File: config.mk
export PLATFORM = sky130hd
export DESIGN_NAME = ex_muldiv_flat
export DESIGN_NICKNAME = d
export VERILOG_FILES = /design/src/rtl/ex_muldiv_if.sv /design/src/rtl/ex_muldiv.sv /design/src/flat_wrapper.sv
export SDC_FILE = /design/constraint.sdc
export NUM_CORES = 1
export LEC_CHECK = 0
export BUFFER_PORTS_ARGS = -buffer_cell sky130_fd_sc_hd__buf_2
export CAP_MARGIN = 15
export CORE_UTILIZATION = 60
export CTS_BUF_LIST = sky130_fd_sc_hd__clkbuf_4 sky130_fd_sc_hd__clkbuf_8 sky130_fd_sc_hd__clkbuf_16
export DETAILED_ROUTE_END_ITERATION = 12
export GPL_ROUTABILITY_DRIVEN = 0
export PLACE_DENSITY = 0.81
export SYNTH_ARGS = -nofsm -noshare
export SYNTH_HDL_FRONTEND = slang
export SYNTH_SLANG_ARGS = --single-unit
File: constraint.sdc
create_clock -name clk -period 8.1 [get_ports clk]
set_clock_uncertainty 0.2 [all_clocks]
set_input_delay 1.62 -clock clk [delete_from_list [all_inputs] [get_ports clk]]
set_output_delay 1.62 -clock clk [all_outputs]
set_load 0.01 [all_outputs]
File: src/rtl/ex_muldiv_if.sv
// Multiply/divide unit bus: EX-stage launch, MTHI/MTLO writes, HI/LO results.
// master drives start/op/operands/writes/flush; slave returns hi/lo/busy/done.
interface ex_muldiv_if;
  logic        start;
  logic [1:0]  op;
  logic [31:0] A_in;
  logic [31:0] B_in;
  logic        hi_we;
  logic        lo_we;
  logic [31:0] wdata;
  logic        flush;
  logic [31:0] hi;
  logic [31:0] lo;
  logic        busy;
  logic        done;

  modport master (
    output start, op, A_in, B_in,
    output hi_we, lo_we, wdata, flush,
    input  hi, lo, busy, done
  );

  modport slave (
    input  start, op, A_in, B_in,
    input  hi_we, lo_we, wdata, flush,
    output hi, lo, busy, done
  );
endinterface

File: src/rtl/ex_muldiv.sv
// Iterative 32-cycle MULT/MULTU/DIV/DIVU unit owning the HI/LO registers.
// Ports: clk, reset (sync, active-high), bus (ex_muldiv_if.slave).
module ex_muldiv (
  input  logic        clk,
  input  logic        reset,
  ex_muldiv_if.slave  bus
);

  typedef enum logic {IDLE, RUN} state_t;

  state_t      state, state_nxt;
  logic [4:0]  cnt;
  logic        is_div;
  logic        neg_res;
  logic        neg_rem;
  logic        div0;
  logic [31:0] acc;
  logic [31:0] lo_acc;
  logic [31:0] opnd;
  logic [31:0] hi_q;
  logic [31:0] lo_q;
  logic        done_q;

  logic        sgn_in;
  logic        a_neg;
  logic        b_neg;
  logic [31:0] a_mag;
  logic [31:0] b_mag;
  logic        accept;
  logic        last;

  logic [32:0] sum;
  logic [32:0] shl;
  logic [32:0] trial;
  logic [31:0] acc_nxt;
  logic [31:0] lo_nxt;
  logic [63:0] prod;
  logic [63:0] prod_s;
  logic [31:0] quo;
  logic [31:0] rem;

  assign sgn_in = ~bus.op[0];
  assign a_neg  = sgn_in & bus.A_in[31];
  assign b_neg  = sgn_in & bus.B_in[31];
  assign a_mag  = a_neg ? -bus.A_in : bus.A_in;
  assign b_mag  = b_neg ? -bus.B_in : bus.B_in;

  assign accept = (state == IDLE) & bus.start & ~bus.flush;
  assign last   = (state == RUN) & (cnt == 5'd31) & ~bus.flush;

  always_ff @(posedge clk) begin
    if (reset) state <= IDLE;
    else       state <= state_nxt;
  end

  always_comb begin
    state_nxt = state;
    unique case (state)
      IDLE: if (accept) state_nxt = RUN;
      RUN:  if (bus.flush || cnt == 5'd31) state_nxt = IDLE;
      default: state_nxt = IDLE;
    endcase
  end

  // Multiply: {acc,lo_acc} holds partial product / remaining multiplier.
  // Divide: acc is the partial remainder, lo_acc shifts dividend out
  // and quotient bits in. A zero divisor naturally yields all-ones.
  always_comb begin
    sum   = {1'b0, acc} + (lo_acc[0] ? {1'b0, opnd} : 33'd0);
    shl   = {acc, lo_acc[31]};
    trial = shl - {1'b0, opnd};
    if (is_div) begin
      if (!trial[32]) begin
        acc_nxt = trial[31:0];
        lo_nxt  = {lo_acc[30:0], 1'b1};
      end else begin
        acc_nxt = shl[31:0];
        lo_nxt  = {lo_acc[30:0], 1'b0};
      end
    end else begin
      acc_nxt = sum[32:1];
      lo_nxt  = {sum[0], lo_acc[31:1]};
    end
  end

  always_comb begin
    prod   = {acc_nxt, lo_nxt};
    prod_s = neg_res ? -prod : prod;
    quo    = neg_res ? -lo_nxt : lo_nxt;
    rem    = neg_rem ? -acc_nxt : acc_nxt;
    if (div0) quo = 32'hFFFF_FFFF;
  end

  always_ff @(posedge clk) begin
    if (reset) begin
      cnt     <= 5'd0;
      is_div  <= 1'b0;
      neg_res <= 1'b0;
      neg_rem <= 1'b0;
      div0    <= 1'b0;
      acc     <= 32'd0;
      lo_acc  <= 32'd0;
      opnd    <= 32'd0;
      hi_q    <= 32'd0;
      lo_q    <= 32'd0;
      done_q  <= 1'b0;
    end else begin
      done_q <= last;
      if (state == IDLE) begin
        if (accept) begin
          cnt     <= 5'd0;
          is_div  <= bus.op[1];
          neg_res <= a_neg ^ b_neg;
          neg_rem <= a_neg;
          div0    <= bus.op[1] & (bus.B_in == 32'd0);
          acc     <= 32'd0;
          lo_acc  <= a_mag;
          opnd    <= b_mag;
        end else if (!bus.start) begin
          if (bus.hi_we) hi_q <= bus.wdata;
          if (bus.lo_we) lo_q <= bus.wdata;
        end
      end else if (!bus.flush) begin
        acc    <= acc_nxt;
        lo_acc <= lo_nxt;
        cnt    <= cnt + 5'd1;
        if (cnt == 5'd31) begin
          if (is_div) begin
            hi_q <= rem;
            lo_q <= quo;
          end else begin
            hi_q <= prod_s[63:32];
            lo_q <= prod_s[31:0];
          end
        end
      end
    end
  end

  assign bus.hi   = hi_q;
  assign bus.lo   = lo_q;
  assign bus.busy = (state == RUN);
  assign bus.done = done_q;

endmodule

File: src/flat_wrapper.sv
// flat-port wrapper written by rule: the top's interface ports become plain ports
module ex_muldiv_flat 
  (clk, reset, bus_start, bus_op, bus_A_in, bus_B_in, bus_hi_we, bus_lo_we, bus_wdata, bus_flush, bus_hi, bus_lo, bus_busy, bus_done);
  ex_muldiv_if bus_i ();
  input  logic clk;
  input  logic reset;
  input wire logic [$bits(bus_i.start)-1:0] bus_start;
  input wire logic [$bits(bus_i.op)-1:0] bus_op;
  input wire logic [$bits(bus_i.A_in)-1:0] bus_A_in;
  input wire logic [$bits(bus_i.B_in)-1:0] bus_B_in;
  input wire logic [$bits(bus_i.hi_we)-1:0] bus_hi_we;
  input wire logic [$bits(bus_i.lo_we)-1:0] bus_lo_we;
  input wire logic [$bits(bus_i.wdata)-1:0] bus_wdata;
  input wire logic [$bits(bus_i.flush)-1:0] bus_flush;
  output wire logic [$bits(bus_i.hi)-1:0] bus_hi;
  output wire logic [$bits(bus_i.lo)-1:0] bus_lo;
  output wire logic [$bits(bus_i.busy)-1:0] bus_busy;
  output wire logic [$bits(bus_i.done)-1:0] bus_done;
  assign bus_i.start = bus_start;
  assign bus_i.op = bus_op;
  assign bus_i.A_in = bus_A_in;
  assign bus_i.B_in = bus_B_in;
  assign bus_i.hi_we = bus_hi_we;
  assign bus_i.lo_we = bus_lo_we;
  assign bus_i.wdata = bus_wdata;
  assign bus_i.flush = bus_flush;
  assign bus_hi = bus_i.hi;
  assign bus_lo = bus_i.lo;
  assign bus_busy = bus_i.busy;
  assign bus_done = bus_i.done;
  ex_muldiv u_core (.clk(clk), .reset(reset), .bus(bus_i));
endmodule
# Word level (Yosys, flattened, before mapping)
# Cells that the tools add are included.
# word_totals
inputBits,104
memories,0
reg_bits,171
latch_bits,0
ram_bits,0
output_inout_bits,66
romBits,0
elab_cells,82
# classes
eq_ne,5
n_mul,0
reduce_logical,9
addsub,8
bitwise_logic,11
mux,37
n_div,0
shift,0
order_cmp,0
# ops
op,n
$mux W32,29
$neg A32 Y32,4
$mux W64,1
$neg A64 Y64,1
$add A32 B33 Y33,1
$sub A33 B32 Y33,1
$logic_not A32 Y1,1
$mux W5,3
$reduce_and A5 Y1,2
$and A1 B1 Y1,7
$reduce_bool A2 Y1,3
$add A5 B1 Y5 const B,1
$eq A5 B5 Y1 const B,1
$ne A2 B1 Y1 const B,2
$ne A2 B2 Y1 const B,2
$reduce_and A2 Y1,2
$mux W1,3
$not A1 Y1,3
$pmux W1 S2,1
$logic_or A1 B1 Y1,1
$xor A1 B1 Y1,1

# Depth between registers and ports, before layout
# logic_depth
word_depth,10
depth_mapped,25
ltp_nobuf,24

# Worst setup path before layout
# No wires, ideal clock.
# synth_timing
kind,register to register
from,register u_core.lo_acc[31]
to,"register u_core.hi_q[26], in the netlist u_core.bus.hi[26]"
path_stages_with_launch,26
setup_time_ns,0.128
synth_period_minus_slack_ns,5.714
setup_slack_ns,2.386
n_path_buf,1
required_time_ns,7.772
t_arrival_ns,5.386
cell_sequence,dfxtp_1 -> inv_1 -> ha_1 -> fa_1 -> nor2b_1 -> o31ai_1 -> a211o_1 -> a21o_1 -> a21oi_4 -> buf_6 -> nor2_2 -> nand2_1 -> and2_1 -> ha_1 -> nand2_1 -> or3_1 -> or3_1 -> or4b_1 -> nand2_2 -> a21oi_1 -> nor3_1 -> nand3_1 -> o31ai_1 -> xnor2_1 -> a221oi_1 -> nor2_1
# synth_between
elab_chain_cells,9
elab_cells_between_ends,13
cone_classes,add/sub (3); mux (10)
# synth_rtl
element,line,source
"start, declared",ex_muldiv.sv:18,logic [31:0] lo_acc;
"start signal, assigned",ex_muldiv.sv:117,lo_acc <= a_mag;
"start signal, assigned",ex_muldiv.sv:125,lo_acc <= lo_nxt;
$sub A33 B32 Y33,ex_muldiv.sv:71,"trial = shl - {1'b0, opnd};"
$mux W1 or $mux W32 (tied branches),ex_muldiv.sv:73,if (!trial[32]) begin
$mux W32,ex_muldiv.sv:72,if (is_div) begin
$neg A64 Y64 or $neg A32 Y32 (tied branches),"ex_muldiv.sv:88, ex_muldiv.sv:90",
$mux W64 or $mux W32 (tied branches),"ex_muldiv.sv:88, ex_muldiv.sv:90",
$mux W32 (*),ex_muldiv.sv:128,if (is_div) begin
$mux W32 (*),ex_muldiv.sv:127,if (cnt == 5'd31) begin
$mux W32 (*),ex_muldiv.sv:123,end else if (!bus.flush) begin
$mux W32 (*),ex_muldiv.sv:109,if (state == IDLE) begin
"end signal, assigned",ex_muldiv.sv:120,if (bus.hi_we) hi_q <= bus.wdata;
"end signal, assigned",ex_muldiv.sv:129,hi_q <= rem;
"end signal, assigned",ex_muldiv.sv:132,hi_q <= prod_s[63:32];
"end, declared",ex_muldiv.sv:20,logic [31:0] hi_q;
# Every way passes the cells marked *; elsewhere a longest branch is shown, timed or not. The select of a mux whose other input is x is not followed.
# A chain may end at the register's enable or synchronous reset.

# Worst setup path after layout
# Ends and elaborated chain as after synthesis.

==> out/qor.csv <==
metric,value,unit
outcome,"finished, final reports clean",
ys.flop_type,dfxtp_1,
synth_seq_cells,171,
dr.pass1.iters,6,
cp.required,8.22,ns
cp.arrival,7.02,ns
cp_max_fo,17,
dpl_cell_area,0.0160,mm²
worst_path_max_delay_cell,or4b_1,
clk_transition_reported_paths,0.08,ns
initial_utilization,0.615,
tightest_slew,1.28,ns
max_stage_delay,0.65,ns
syn_area,0.0151,mm²
finalHoldViolCount,0,
clockPowerShare,0.347,
synth-async-reset-ratio,0,
setup_tns,0,ns
cts-resized-gates,0,
worstSetupEndpointType,flip-flop,
syn_inst,2053,
holdWs,0.249,ns
setup_viol,0,
dp_hpwl,40.4,mm
die_x,161,µm
worstPathCellList,"inv_1, ha_1, fa_1, nor2b_1, o31ai_1, a211o_1, a21o_1, a21oi_4, nor2_2, nand2_1, and2_1, ha_1, nand2_1, or3_1, or3_1, or4b_1, nand2_2, a21oi_1, nor3_1, nand3_1, o31ai_1, xnor2_1, a221oi_1, nor2_1",
synth_edf_count,0,
grt_max_degree,82,
cts_tree,built,
layoutNonFillerInstCount,2479,
synth_area_per_cell,7.35,µm²
dp.cells,2445,
viasPerCell,6.76,
p_switching,0.911,mW
cts_setup_buffers,0,
p_int,1.54,mW
dieHeight,161,µm
drc,0,
ctsHoldBuffers,0,
die_area,0.0258,mm²
drtIter0Drc,2246,
yosys_warnings,0,
grt_pass1_vias,15281,
syn_nets,2229,
htree_num_levels,4,
startpoint_type,flip-flop,
routed_wirelength,53.5,mm
synth_cell_type_count,96,
power.density,147,mW/mm²
finalNetCount,2316,
ir_drop,0.106,mV
grt.met1_usage,0.546,
layout-drive-gt1-share,0.133,
design_area,0.0166,mm²
power_frac_comb,0.275,
min_period,6.90,ns
wl_per_cell,21.6,µm
core,0.0245,mm²
yosysSeqAreaShare,0.227,
grt_use_met2,0.595,
rsz0062_at_grt,false,
p_leak,6.73,nW
io_buffer_count,169,
p_seq_frac,0.377,
cap_violations,0,
grtUsageMet3,0.109,
cts.sinks,171,
clockRootBuffer,clkbuf_16,
clk_latency,0.45,ns
cts-buffers-inserted,17,
max_slew_margin,0.144,
final_util,0.678,
grt_use_total,0.407,
maxSlewViolCount,0,
io_pins,170,
path_class,flip-flop to flip-flop,
grt_pass1_wl,83.4,mm
antenna_found_initial,2,
num_vias,16748,
cts.path.max_buffers,2,
fin_crit_sh,0.852,
max_freq,145,MHz
drtAntennaViolNets,0,
grt.overflow.total,0,
sw_frac_of_total,0.372,
grt-busiest-layer,met2,
area_growth,10.2,%
rows,57,
hold_class,flip-flop to flip-flop,
==> worst paths after layout <==
path | startpoint | end | slack (ns) | depth (start not counted)
worst max register to register | u_core.lo_acc[31] | u_core.bus.hi[26] | 1.20 | 24
worst max-delay path | u_core.lo_acc[31] | u_core.bus.hi[26] | 1.20 | 24
worst min-delay path | u_core.bus.lo[10] | u_core.bus.lo[10] | 0.25 | 2
worst min register to register | u_core.bus.lo[10] | u_core.bus.lo[10] | 0.25 | 2
==> cell families after synthesis <==
group	count (synthesis)	synth area share
adders and majority gates	72	0.0607
muxes	53	0.0363
DFF	171	0.227
xor gates and xnor gates	164	0.0951
and+or+nand+nor	746	0.235
buffers and inverters	193	0.0511
AOI/OAI and AO/OA	654	0.295
==> cell usage in the layout (no fill, tap or decap), types with 11 or more instances in the layout <==
cell type,count
buf_2,168
nor3_1,71
xnor2_1,84
buf_4,22
nand3_1,33
nand4_1,19
ha_1,70
o221ai_1,33
dfxtp_1,169
a21oi_1,173
o31ai_1,26
or3_1,24
or4_1,11
a22oi_1,36
clkbuf_16,17
nand2_1,198
a211oi_1,53
a21o_1,32
nor2b_1,17
nand2b_1,14
nor2_1,240
mux2_2,11
xor2_1,80
o211ai_1,24
o21ai_0,116
and2_1,44
and3_1,17
nor4_1,14
o21a_1,17
inv_1,70
a31oi_1,23
mux2i_1,41
==> state kept, by name, summed over array words and instances (netlist names) <==
register         flops
u_core.acc          32
u_core.bus.hi       32
u_core.bus.lo       32
u_core.lo_acc       32
u_core.opnd         32
u_core.cnt           5
u_core.bus.busy      1
u_core.bus.done      1
u_core.div0          1
u_core.is_div        1
u_core.neg_rem       1
u_core.neg_res       1
==> cell usage after synthesis (all sizes together), types with 17 or more instances <==
library cell,number,area (µm²)
buf,26,144
xor2,80,701
nor2,243,917
a21oi,177,908
o221ai,33,289
nand4,19,119
a31oi,26,190
a22oi,36,270
o31ai,29,250
mux2i,42,424
dfxtp,171,3420
xnor2,84,736
clkbuf,96,360
ha,70,876
or3,24,150
nor2b,18,113
and3,17,106
and2,45,284
o211ai,25,193
a21o,32,240
a211oi,55,430
o21a,17,128
nand2,202,773
o21ai,120,612
nand3,35,185
nor3,74,385
inv,71,267
==> layout make-up <==
cell class | count | area, µm²
fill | 2160 | 7890
clock inverter | 15 | 175
inverter | 71 | 267
timing repair buffer | 190 | 1010
multi-input combinational | 1689 | 10900
tap | 324 | 405
antenna | 2 | 5.00
clock buffer | 17 | 425
sequential | 171 | 3430
==> metal layers <==
layer  vias up  share of wire  routed length, µm
met5         -              0                  0
met4         0          0.050               2660
met3       217           0.14               7540
met2      1142           0.42              22500
met1      7717           0.39              20800
li1       7672              -                  -
==> worst max-delay path, delay by kind of cell (launching register included) <==
family / cells / cell delay, ns
simple gates: 12 / 2.94
compound gates: 7 / 2.08
buf+inv: 1 / 0.10
fa+ha+maj: 3 / 0.88
flops: 1 / 0.45
xor+xnor: 1 / 0.12
==> metrics by stage <==
| step | setup WS (ns) | power (mW) |
|---|---|---|
| finish | 1.20 | 2.45 |
| global route | 1.04 | 2.52 |
| CTS | 1.41 | 2.41 |
| detailed placement | 1.47 | 1.58 |
| global placement | 1.71 | 1.57 |
| floorplan | 2.39 | 1.37 |
==> power groups by stage <==
stage	logic (mW)	registers, mW	clock network, mW
2_1_floorplan	0.441	0.934	0
3_3_place_gp	0.632	0.939	0
4_1_cts	0.647	0.921	0.844
6_report	0.674	0.923	0.850
3_5_place_dp	0.643	0.940	0
5_1_grt	0.721	0.928	0.871
Power figures use the tool's default switching activity.
